`config.mk`:
```
export PLATFORM = sky130hd
export DESIGN_NAME = pwm_capture
export DESIGN_NICKNAME = d
export VERILOG_FILES = /design/src/rtl/pwm_pkg.sv /design/src/rtl/edge_detect.sv /design/src/rtl/pwm_capture.sv
export SDC_FILE = /design/constraint.sdc
export NUM_CORES = 1
export LEC_CHECK = 0
export CAP_MARGIN = 20
export CORE_ASPECT_RATIO = 0.5
export CORE_MARGIN = 8
export CORE_UTILIZATION = 40
export CTS_CLUSTER_DIAMETER = 60
export DETAILED_ROUTE_END_ITERATION = 8
export PLACE_DENSITY = 0.58
export SLEW_MARGIN = 20
export SYNTH_ARGS = -nofsm -noshare
export SYNTH_HDL_FRONTEND = slang
export SYNTH_HIERARCHICAL = 1
export SYNTH_SLANG_ARGS = --single-unit
```
`constraint.sdc`:
```
create_clock -name clk -period 4.29 [get_ports clk]
set_clock_uncertainty 0.15 [all_clocks]
set_input_delay 0.858 -clock clk [delete_from_list [all_inputs] [get_ports clk]]
set_output_delay 0.858 -clock clk [all_outputs]
set_load 0.02 [all_outputs]
```
`src/rtl/pwm_pkg.sv`:
```
// Types and constants shared by the PWM generator and the PWM capture block.
package pwm_pkg;

  localparam int PWM_W = 16;

  typedef enum logic [1:0] {
    IDLE = 2'd0,
    HIGH = 2'd1,
    LOW  = 2'd2
  } cap_state_t;

endpackage

```
`src/rtl/edge_detect.sv`:
```
// Registers the PWM line once and flags rising and falling edges against that copy.
module edge_detect (
  input  logic clk,
  input  logic rst_n,
  input  logic pwm,
  output logic rise,
  output logic fall
);

  logic pwm_q;

  // Resetting to 0 makes a line already high at reset release read as a rise.
  always_ff @(posedge clk or negedge rst_n) begin
    if (!rst_n) begin
      pwm_q <= 1'b0;
    end else begin
      pwm_q <= pwm;
    end
  end

  assign rise = pwm & ~pwm_q;
  assign fall = ~pwm & pwm_q;

endmodule

```
`src/rtl/pwm_capture.sv`:
```
// Measures high time and period of a synchronous PWM line, one result per period,
// delivered over valid/ready with sticky overrun and stuck-line flags.
module pwm_capture
  import pwm_pkg::*;
#(
  parameter int W = PWM_W
) (
  input  logic         clk,
  input  logic         rst_n,
  input  logic         en,
  input  logic         pwm,
  input  logic         out_ready,
  input  logic         clr,
  output logic         out_valid,
  output logic [W-1:0] period_o,
  output logic [W-1:0] high_o,
  output logic         ovr,
  output logic         stuck
);

  localparam logic [W-1:0] CNT_MAX = '1;
  localparam logic [W-1:0] CNT_ONE = {{(W-1){1'b0}}, 1'b1};

  logic rise;
  logic fall;

  cap_state_t   state_q, state_d;
  logic [W-1:0] cnt_q, cnt_d;
  logic [W-1:0] hi_lat_q, hi_lat_d;
  logic         out_valid_q, out_valid_d;
  logic [W-1:0] period_q, period_d;
  logic [W-1:0] high_q, high_d;
  logic         ovr_q, ovr_d;
  logic         stuck_q, stuck_d;
  logic         emit;
  logic         stuck_set;

  edge_detect u_edge (
    .clk  (clk),
    .rst_n(rst_n),
    .pwm  (pwm),
    .rise (rise),
    .fall (fall)
  );

  always_ff @(posedge clk or negedge rst_n) begin
    if (!rst_n) begin
      state_q  <= IDLE;
      cnt_q    <= '0;
      hi_lat_q <= '0;
    end else begin
      state_q  <= state_d;
      cnt_q    <= cnt_d;
      hi_lat_q <= hi_lat_d;
    end
  end

  always_comb begin
    state_d   = state_q;
    cnt_d     = cnt_q;
    hi_lat_d  = hi_lat_q;
    emit      = 1'b0;
    stuck_set = 1'b0;
    if (!en) begin
      state_d = IDLE;
      cnt_d   = '0;
    end else begin
      unique case (state_q)
        IDLE: begin
          if (rise) begin
            state_d = HIGH;
            cnt_d   = CNT_ONE;
          end
        end
        HIGH: begin
          // The fall cycle is the first low cycle, so it still counts toward the period.
          if (fall) begin
            hi_lat_d = cnt_q;
            state_d  = LOW;
            if (cnt_q != CNT_MAX) begin
              cnt_d = cnt_q + CNT_ONE;
            end
          end else if (cnt_q == CNT_MAX) begin
            stuck_set = 1'b1;
            state_d   = IDLE;
            cnt_d     = '0;
          end else begin
            cnt_d = cnt_q + CNT_ONE;
          end
        end
        LOW: begin
          if (rise) begin
            emit    = 1'b1;
            state_d = HIGH;
            cnt_d   = CNT_ONE;
          end else if (cnt_q == CNT_MAX) begin
            stuck_set = 1'b1;
            state_d   = IDLE;
            cnt_d     = '0;
          end else begin
            cnt_d = cnt_q + CNT_ONE;
          end
        end
        default: begin
          state_d = IDLE;
          cnt_d   = '0;
        end
      endcase
    end
  end

  // Result register and sticky flags; a set in the same cycle as clr wins.
  always_comb begin
    out_valid_d = out_valid_q;
    period_d    = period_q;
    high_d      = high_q;
    ovr_d       = ovr_q & ~clr;
    stuck_d     = (stuck_q & ~clr) | stuck_set;
    if (emit) begin
      if (!out_valid_q || out_ready) begin
        period_d    = cnt_q;
        high_d      = hi_lat_q;
        out_valid_d = 1'b1;
      end else begin
        ovr_d = 1'b1;
      end
    end else if (out_valid_q && out_ready) begin
      out_valid_d = 1'b0;
    end
  end

  always_ff @(posedge clk or negedge rst_n) begin
    if (!rst_n) begin
      out_valid_q <= 1'b0;
      period_q    <= '0;
      high_q      <= '0;
      ovr_q       <= 1'b0;
      stuck_q     <= 1'b0;
    end else begin
      out_valid_q <= out_valid_d;
      period_q    <= period_d;
      high_q      <= high_d;
      ovr_q       <= ovr_d;
      stuck_q     <= stuck_d;
    end
  end

  assign out_valid = out_valid_q;
  assign period_o  = period_q;
  assign high_o    = high_q;
  assign ovr       = ovr_q;
  assign stuck     = stuck_q;

endmodule

```
==> flow_results.xml <==
<?xml version="1.0" encoding="UTF-8"?>
<metrics>
  <group name="die">
    <metric name="fp.dieW" unit="um">141</metric>
    <metric name="floorplan.initialDensity" unit="%">42.0</metric>
    <metric name="core_region_area" unit="mm2">0.00743</metric>
    <metric name="top_level_ports" unit="">41</metric>
    <metric name="vertical_die_dimension" unit="um">78.4</metric>
    <metric name="area_of_the_die" unit="mm2">0.0110</metric>
    <metric name="core.rowCount" unit="">22</metric>
  </group>
  <group name="logic_synthesis">
    <metric name="synthesis.area" unit="mm2">0.00312</metric>
    <metric name="synth_warnings" unit="">6</metric>
    <metric name="synthDistinctLibCells" unit="">48</metric>
    <metric name="yosysSeqAreaShare" unit="%">56.2</metric>
    <metric name="netlist_instances" unit="">279</metric>
    <metric name="avgSynthCellArea" unit="um2">11.2</metric>
    <metric name="yosys_register_bits" unit="">70</metric>
    <metric name="synth-edff-count" unit="">0</metric>
    <metric name="postSynth.asyncResetShare" unit="%">100</metric>
    <metric name="synth-main-ff-cell" unit="">sky130_fd_sc_hd__dfrtp_1</metric>
    <metric name="syn-num-nets" unit="">290</metric>
  </group>
  <group name="critical_path">
    <metric name="timing_worst_setup_path_type" unit="">input pin to flip-flop</metric>
    <metric name="end_kind" unit="">flip-flop</metric>
    <metric name="worstSetupStartpointType" unit="">input pin</metric>
    <metric name="critPathArrivalTime" unit="ns">2.78</metric>
    <metric name="timing.critical_path.fanout_max" unit="">32</metric>
    <metric name="worst-endpoint-required" unit="ns">4.35</metric>
    <metric name="setup.reg_to_reg.worst_slack" unit="ns">1.80</metric>
  </group>
  <group name="sta">
    <metric name="final.period_utilization" unit="%">63.4</metric>
    <metric name="final_report_max_slew_violation_count" unit="">0</metric>
    <metric name="max-slew-margin-rel" unit="%">46.9</metric>
    <metric name="worstMarginPinSlew" unit="ns">0.790</metric>
    <metric name="setup-tns-final" unit="ns">0</metric>
    <metric name="number_of_hold_slack_violations_in_the_final_timing_report" unit="">0</metric>
    <metric name="timing.final.setup_violations" unit="">0</metric>
    <metric name="maxClockFrequency" unit="MHz">368</metric>
    <metric name="setup_repair_after_global_routing_missed_its_margin" unit="">no</metric>
    <metric name="post-route-min-period" unit="ns">2.72</metric>
  </group>
  <group name="clocking">
    <metric name="cts_sinks" unit="">70</metric>
    <metric name="worst_setup_hold_path_clk_slew" unit="ns">0.05</metric>
    <metric name="ctsResizeCount" unit="">0</metric>
    <metric name="cts_inserted_buffers" unit="">9</metric>
    <metric name="tritoncts" unit="">done</metric>
    <metric name="clk_latency_worst_skew_pair" unit="ns">0.33</metric>
    <metric name="clk_path_buf_depth" unit="">2</metric>
    <metric name="number_of_buffers_inserted_by_hold_repair_at_cts" unit="">0</metric>
    <metric name="clock-root-buffer" unit="">sky130_fd_sc_hd__clkbuf_16</metric>
    <metric name="clock_tree.htree_level_count" unit="">3</metric>
    <metric name="cts_post_setup_buffers_inserted" unit="">0</metric>
  </group>
  <group name="pwr">
    <metric name="pwr-share-seq" unit="%">43.6</metric>
    <metric name="vdd_drop_max" unit="mV">0.159</metric>
    <metric name="power.clock.fraction" unit="%">52.8</metric>
    <metric name="cell_internal_pwr" unit="mW">1.22</metric>
    <metric name="power.leakage" unit="nW">1.87</metric>
    <metric name="comb_power_share" unit="%">3.6</metric>
    <metric name="powerDensity" unit="mW/mm2">389</metric>
    <metric name="power_switching" unit="mW">0.312</metric>
    <metric name="switching_share" unit="%">20.4</metric>
  </group>
  <group name="place">
    <metric name="portBuffers" unit="">40</metric>
    <metric name="globalplace.congestion" unit="">0.817</metric>
    <metric name="dp_hpwl" unit="um">4570</metric>
  </group>
  <group name="run">
    <metric name="cap_viol_max_count" unit="">0</metric>
  </group>
  <group name="cells_and_area">
    <metric name="area_delta_synth_final" unit="%">26.5</metric>
    <metric name="antennaDiodeCount" unit="">0</metric>
    <metric name="layout.cells.most_common" unit="">sky130_fd_sc_hd__dfrtp_1</metric>
    <metric name="utilization" unit="%">53.1</metric>
    <metric name="n_fill_cell" unit="">663</metric>
    <metric name="layout.nets" unit="">335</metric>
    <metric name="layout-drive-gt1-share" unit="%">20.1</metric>
    <metric name="mostFrequentLayoutCells" unit="">sky130_fd_sc_hd__dfrtp_1 (70), sky130_fd_sc_hd__nand2_1 (56), sky130_fd_sc_hd__clkdlybuf4s50_1 (39)</metric>
  </group>
  <group name="routing">
    <metric name="total_via_count_after_detailed_routing" unit="">2202</metric>
    <metric name="detailedRoute.firstPassIterationCount" unit="">4</metric>
    <metric name="drt_iter0_drc" unit="">159</metric>
    <metric name="wl_per_cell" unit="um">15.5</metric>
    <metric name="drt_wl_total" unit="um">6580</metric>
    <metric name="drcViolationCount" unit="">0</metric>
    <metric name="via_per_inst" unit="">5.18</metric>
    <metric name="drt.antenna.violating_nets" unit="">0</metric>
  </group>
  <group name="grt">
    <metric name="grt_pass1_vias" unit="">2313</metric>
    <metric name="residual_overflow_from_global_routing" unit="">0</metric>
    <metric name="number_of_antenna_violations_at_the_first_check_in_global_routing" unit="">0</metric>
    <metric name="grt_use_total" unit="%">13.2</metric>
    <metric name="grt_pass1_wl" unit="um">11600</metric>
    <metric name="grt_start_max_net_pins" unit="">35</metric>
  </group>
  <group name="hold_path">
    <metric name="hold_path_class" unit="">input pin to async pin</metric>
  </group>
  <group name="run_status">
    <metric name="run_status" unit="">completed</metric>
  </group>
</metrics>
worst paths after layout:
check	start	endpoint	cells past startpoint
setup / recovery	pwm	period_o[12]$_DFFE_PN0P_	6
hold / removal	rst_n	high_o[2]$_DFFE_PN0P_	1
setup reg to reg	cnt_q[0]$_DFFE_PN0P_	cnt_q[11]$_DFFE_PN0P_	6
hold reg to reg	hi_lat_q[4]$_DFFE_PN0P_	hi_lat_q[4]$_DFFE_PN0P_	2
max in group asynchronous	rst_n	period_o[10]$_DFFE_PN0P_	2
min in group clk	hi_lat_q[4]$_DFFE_PN0P_	hi_lat_q[4]$_DFFE_PN0P_	2
state kept, by name (all words and copies together), names as in the netlist:
name          count
stuck             1
out_valid         1
state_q           2
hi_lat_q         16
ovr               1
high_o           16
cnt_q            16
period_o         16
u_edge/pwm_q      1
Yosys cell counts, drive strengths merged, types with 3 or more instances:
cell   count  area, um2
and3       4       25.0
o21ai     17       88.8
a21oi      9       60.1
nand2     56        210
nand4      6       50.0
ha         5       62.6
inv        6       22.5
nor2      12       47.6
nor3       3       25.0
mux2      32        360
a31oi      4       25.0
dfrtp     70       1750
nor2b      7       43.8
nand3     11       60.1
buf        9       56.3
through the flow:
| step | worst slack (ns) | instances | power, mW | cell area (um2) | hold WS [ns] |
|---|---|---|---|---|---|
| after floorplan | 1.89 | 279 | 0.709 | 3120 | 0.290 |
| after detailed placement | 1.20 | 409 | 0.737 | 3610 | 0.310 |
| after global routing | 1.37 | 425 | 1.59 | 3940 | 0.289 |
| final | 1.57 | 425 | 1.53 | 3940 | 0.273 |
| after CTS | 1.56 | 425 | 1.56 | 3940 | 0.272 |
| after global placement | 1.28 | 409 | 0.735 | 3610 | 0.306 |
power by group through the flow:
stage | logic, mW | clock network (mW) | registers (mW)
after floorplan | 0.0290 | 0 | 0.680
after global placement | 0.0548 | 0 | 0.680
after detailed placement | 0.0564 | 0 | 0.681
after CTS | 0.0566 | 0.831 | 0.669
after global routing | 0.0637 | 0.860 | 0.669
final | 0.0554 | 0.809 | 0.669
cells by family (layout without fill, tap and decap cells):
group / count (synthesis) / count (layout) / synth area share, %
AND/OR/NAND/NOR: 108 / 108 / 17.3
flip-flops: 70 / 70 / 56.2
AO/OA/AOI/OAI: 43 / 43 / 9.03
multiplexers: 33 / 33 / 11.9
buffers and inverters: 17 / 67 / 2.77
adder cells (fa/ha/maj): 5 / 5 / 2.01
XOR/XNOR: 3 / 3 / 0.843
layer usage:
layer / part of all wire [%] / global-route usage [%]
met2: 46 / 20.3
met3: 5.8 / 5.79
met1: 47 / 15.9
met5: 0 / 0
met4: 1.3 / 5.43
critical path: stages:
cell and delay (ns):
sky130_fd_sc_hd__clkdlybuf4s50_1 0.48, sky130_fd_sc_hd__nor2b_1 0.32, sky130_fd_sc_hd__nand3_1 0.19, sky130_fd_sc_hd__nor2b_2 0.14
sky130_fd_sc_hd__buf_4 0.37, sky130_fd_sc_hd__mux2_2 0.39
final cells by class:
type	instances	area [um2]	share of cell area [%]
Clock inverter	5	81.3	2.06
Timing Repair Buffer	45	433	11.0
Clock buffer	11	253	6.41
Multi-Input combinational cell	192	1280	32.5
Sequential cell	70	1750	44.4
Tap cell	96	120	3.05
Inverter	6	22.5	0.571
Power figures use the tool's default switching activity.
